==> src/rtl/bcd_7seg_mux_driver.sv <==
// Two-digit multiplexed BCD-to-7-segment driver with latched digits and a non-BCD error flag.
// Optional leading-zero blanking of the tens digit is built when LEADING_ZERO_BLANK_EN is defined.
module bcd_7seg_mux_driver #(
  parameter int REFRESH_DIV = 16
) (
  input  logic       clock,
  input  logic       reset,
  input  logic [3:0] high,
  input  logic [3:0] low,
  input  logic       load,
  output logic [6:0] seg,
  output logic [1:0] an,
  output logic       err
);

  localparam int CW = (REFRESH_DIV > 2) ? $clog2(REFRESH_DIV) : 1;
  localparam logic [CW-1:0] CNT_MAX = CW'(REFRESH_DIV - 1);

  typedef enum logic {
    ST_LOW  = 1'b0,
    ST_HIGH = 1'b1
  } state_t;

  state_t        state_q, state_d;
  logic [CW-1:0] cnt_q, cnt_d;
  logic [3:0]    dh_q, dh_d;
  logic [3:0]    dl_q, dl_d;
  logic          err_q, err_d;
  logic [3:0]    sel_digit;
  logic [6:0]    seg_raw;

  function automatic logic [6:0] bcd_to_seg(input logic [3:0] d);
    logic [6:0] s;
    case (d)
      4'd0:    s = 7'h3F;
      4'd1:    s = 7'h06;
      4'd2:    s = 7'h5B;
      4'd3:    s = 7'h4F;
      4'd4:    s = 7'h66;
      4'd5:    s = 7'h6D;
      4'd6:    s = 7'h7D;
      4'd7:    s = 7'h07;
      4'd8:    s = 7'h7F;
      4'd9:    s = 7'h6F;
      default: s = 7'h40;
    endcase
    return s;
  endfunction

  always_comb begin
    cnt_d   = cnt_q;
    state_d = state_q;
    dh_d    = dh_q;
    dl_d    = dl_q;
    err_d   = err_q;

    // The digit switches on the same edge the refresh counter wraps.
    if (cnt_q == CNT_MAX) begin
      cnt_d   = '0;
      state_d = (state_q == ST_LOW) ? ST_HIGH : ST_LOW;
    end else begin
      cnt_d = cnt_q + 1'b1;
    end

    if (load) begin
      dh_d  = high;
      dl_d  = low;
      err_d = (high > 4'd9) | (low > 4'd9);
    end
  end

  always_ff @(posedge clock) begin
    if (reset) begin
      cnt_q   <= '0;
      state_q <= ST_LOW;
      dh_q    <= 4'd0;
      dl_q    <= 4'd0;
      err_q   <= 1'b0;
    end else begin
      cnt_q   <= cnt_d;
      state_q <= state_d;
      dh_q    <= dh_d;
      dl_q    <= dl_d;
      err_q   <= err_d;
    end
  end

  always_comb begin
    sel_digit = (state_q == ST_HIGH) ? dh_q : dl_q;
    seg_raw   = bcd_to_seg(sel_digit);
    an        = (state_q == ST_HIGH) ? 2'b10 : 2'b01;
  end

`ifdef LEADING_ZERO_BLANK_EN
  // Only the tens digit is ever blanked; the digit enable keeps running.
  assign seg = ((state_q == ST_HIGH) && (dh_q == 4'd0)) ? 7'h00 : seg_raw;
`else
  assign seg = seg_raw;
`endif

  assign err = err_q;

endmodule

==> config.mk <==
export PLATFORM = sky130hd
export DESIGN_NAME = bcd_7seg_mux_driver
export DESIGN_NICKNAME = d
export VERILOG_FILES = /design/src/rtl/bcd_7seg_mux_driver.sv
export SDC_FILE = /design/constraint.sdc
export NUM_CORES = 1
export LEC_CHECK = 0
export BUFFER_PORTS_ARGS = -buffer_cell sky130_fd_sc_hd__buf_2
export CORE_MARGIN = 1.5
export CORE_UTILIZATION = 54
export CTS_CLUSTER_DIAMETER = 30
export DETAILED_ROUTE_END_ITERATION = 10
export GPL_TIMING_DRIVEN = 0
export PLACE_DENSITY_LB_ADDON = 0.05
export SETUP_SLACK_MARGIN = 0.02
export SLEW_MARGIN = 20
export SYNTH_ARGS = -nofsm -noshare
export SYNTH_HDL_FRONTEND = slang
export SYNTH_SLANG_ARGS = --single-unit
==> constraint.sdc <==
create_clock -name clock -period 2.65 [get_ports clock]
set_input_delay 0.265 -clock clock [delete_from_list [all_inputs] [get_ports clock]]
set_output_delay 0.265 -clock clock [all_outputs]
set_load 0.01 [all_outputs]
==> flow_metrics.env <==
export IMPL_setup_viol=0
export IMPL_syn_instance_count=83
export IMPL_die_x_um=41.3
export IMPL_hp_start="reset"
export IMPL_power_mw=0.472
export IMPL_drc=0
export IMPL_cts_buffers=3
export IMPL_ys_ff_latch=14
export IMPL_reg2reg_to="state_q"
export IMPL_wl_per_cell_um=11.3
export IMPL_num_rows=13
export IMPL_ctsResizeCount=0
export IMPL_status="complete, no violations"
export IMPL_final_max_slew_viol_count=0
export IMPL_holdPathEnd="cnt_q[3]"
export IMPL_critPathKind="reg -> out"
export IMPL_place_gp_congestion=0.713
export IMPL_root_buffer="clkbuf_4"
export IMPL_port_buffer_count=19
export IMPL_start_util_pct=59.5
export IMPL_finalCritPeriodShare_pct=89.9
export IMPL_ant_nets=0
export IMPL_swShare_pct=26.1
export IMPL_postCtsHoldBufs=0
export IMPL_p_seq_share_pct=49.3
export IMPL_postCtsSetupRepairBufs=0
export IMPL_netlist_area_um2=793
export IMPL_maxCapViolCount=0
export IMPL_ys_async_sr_fraction_pct=0
export IMPL_dp_slack_ns=0.553
export IMPL_synthTopCellsByArea="dfxtp_1 35%, mux2i_1 14%, ha_1 11%, nor2_1 6.2%, mux2i_4 2.8%"
export IMPL_io_pins=21
export IMPL_critical_path_arrival_ns=2.12
export IMPL_dieArea_um2=1710
export IMPL_overflow=0
export IMPL_clk_pin_slew_ns=0.08
export IMPL_synthFlopType="dfxtp_1"
export IMPL_grt_pass1_vias=489
export IMPL_synth_cell_type_count=28
export IMPL_startpoint_type="flop"
export IMPL_fill_cells=121
export IMPL_synth_avg_cell_area_um2=9.56
export IMPL_synth_edf_count=0
export IMPL_cpPeakStageDelay_ns=0.43
export IMPL_slew_headroom_pct=70.5
export IMPL_antenna_found_initial=0
export IMPL_grt_usage_pct=18.4
export IMPL_irDropWorstVdd_mv=0.376
export IMPL_cp_end_kind="output pin"
export IMPL_routed_via_density=5.14
export IMPL_cpMaxStageDelayCell="mux2i_1"
export IMPL_path_cells="buf_6, mux2i_1, inv_1, ha_1, mux2_4, a21oi_2, buf_2"
export IMPL_area_growth_pct=18.9
export IMPL_dp_hpwl_um=1100
export IMPL_p_sw_mw=0.123
export IMPL_ys_seq_area_share_pct=35.3
export IMPL_hold_viol=0
export IMPL_whs_path_depth=2
export IMPL_p_int_mw=0.349
export IMPL_vias=622
export IMPL_clk_latency_ns=0.27
export IMPL_core_area_um2=1330
export IMPL_final_common_cell="buf_2"
export IMPL_grt_pass1_wl_um=2060
export IMPL_rsz0062_at_grt="false"
export IMPL_finalCriticalPeriod_ns=2.38
export IMPL_htree_num_levels=1
export IMPL_yosys_area_top_type="dfxtp_1"
export IMPL_leakagePower_nw=0.443
export IMPL_die_h_um=41.3
export IMPL_hold_path_class="in -> reg"
export IMPL_ys_warnings_count=0
export IMPL_fin_skew_ns=0.000151
export IMPL_ff2ff_path_depth=4
export IMPL_powerDensity_nw_per_um2=500
export IMPL_timing_fmax_mhz=420
export IMPL_nets=125
export IMPL_totalNegativeSetupSlack_ns=0
export IMPL_crit_fanout=9
export IMPL_clockPowerShare_pct=31.8
export IMPL_clockBufferDepth=2
export IMPL_drive_above_1_share_pct=31.1
export IMPL_first_pass_iters=4
export IMPL_cp_data_required_time_ns=2.38
export IMPL_cts_tree="done"
export IMPL_fin_ws_ns=0.267
export IMPL_r2r_slack_ns=1.50
export IMPL_grt_max_degree=11
export IMPL_syn_nets=101
export IMPL_p_comb_share_pct=18.9
export IMPL_synth_top_area_share_pct=35.3
export IMPL_clock_sinks=14
export IMPL_r2r_start="cnt_q[0]"
export IMPL_drtIter0Drc=6
export IMPL_diodes=0
export IMPL_worst_pin_slew_ns=0.430
export IMPL_drt_total_wl_um=1360
export IMPL_final_cell_mix="20 x buf_2, 14 x dfxtp_1, 13 x nor2_1"
-- worst max-delay path, delay by kind of cell, from the launching register on --
kind	cells	cell delay [ns]
compound gates	1	0.12
fa+ha+maj	1	0.25
buf+inv	3	0.43
flops	1	0.35
mux	2	0.69
-- through the flow --
step / area (µm²) / hold WS [ns] / util, % / instances
floorplan: 793 / 0.334 / - / 83
global placement: 907 / 0.462 / 68.0 / 117
detailed placement: 907 / 0.479 / 68.0 / 117
CTS: 943 / 0.210 / 70.7 / 121
global route: 943 / 0.212 / 70.7 / 121
finish: 943 / 0.211 / 70.7 / 121
-- logic make-up (layout without fill, tap and decap cells) --
logic type | count (synthesis) | after routing | share of synthesized area [%]
AOI/OAI and AO/OA | 13 | 13 | 10.9
muxes | 14 | 14 | 20.3
adders and majority gates | 7 | 7 | 11.0
buffers and inverters | 9 | 32 | 5.84
xor gates and xnor gates | 2 | 2 | 2.21
and+or+nand+nor | 24 | 24 | 14.4
DFF | 14 | 14 | 35.3
-- power by group through the flow --
stage / Combinational (mW) / Clock, mW / Sequential, mW
6_report: 0.0890 / 0.150 / 0.233
5_1_grt: 0.101 / 0.158 / 0.234
4_1_cts: 0.0897 / 0.151 / 0.233
3_5_place_dp: 0.0895 / 0 / 0.238
3_3_place_gp: 0.0862 / 0 / 0.237
2_1_floorplan: 0.0600 / 0 / 0.236
-- synth_stat cells, types with 2 or more instances --
master   count
ha_1         7
xnor2_1      2
a21oi_1      3
mux2i_1     11
dfxtp_1     14
nand2_1      3
inv_1        5
nor2_1      13
nor3_1       2
o21ai_0      4
a31oi_1      2
-- how the worst max path moves through the flow --
| stage | depth (start not counted) | slack [ns] | to | startpoint |
|---|---|---|---|---|
| global route | 7 | 0.08 | seg[0] | state_q |
| floorplan | 6 | 0.77 | seg[5] | state_q |
| CTS | 7 | 0.24 | seg[0] | state_q |
| global placement | 7 | 0.61 | seg[0] | state_q |
| finish | 7 | 0.27 | seg[0] | state_q |
| detailed placement | 7 | 0.55 | seg[0] | state_q |
-- final cells by class --
type | count | area, µm² | area share [%]
multi-input combinational | 60 | 467 | 49.5
sequential | 14 | 280 | 29.7
timing repair buffer | 19 | 95.1 | 10.1
clock buffer | 4 | 36.3 | 3.85
buffer | 4 | 27.5 | 2.92
inverter | 5 | 18.8 | 1.99
tap | 15 | 18.8 | 1.99
-- routing by layer --
layer | GRT usage (%) | routed length, µm | vias up | part of all wire [%]
met5 | 0 | 0 | - | 0
met4 | 7.26 | 10 | 0 | 0.73
met3 | 4.79 | 65 | 2 | 4.8
met2 | 27.3 | 584 | 16 | 43
met1 | 25.3 | 701 | 269 | 51
li1 | - | - | 335 | -
-- state kept, by name, indices dropped and copies added (netlist names) --
name     flops
state_q      1
dl_q         4
dh_q         4
cnt_q        4
err          1
Note: power is estimated with default switching activity, not from simulation.
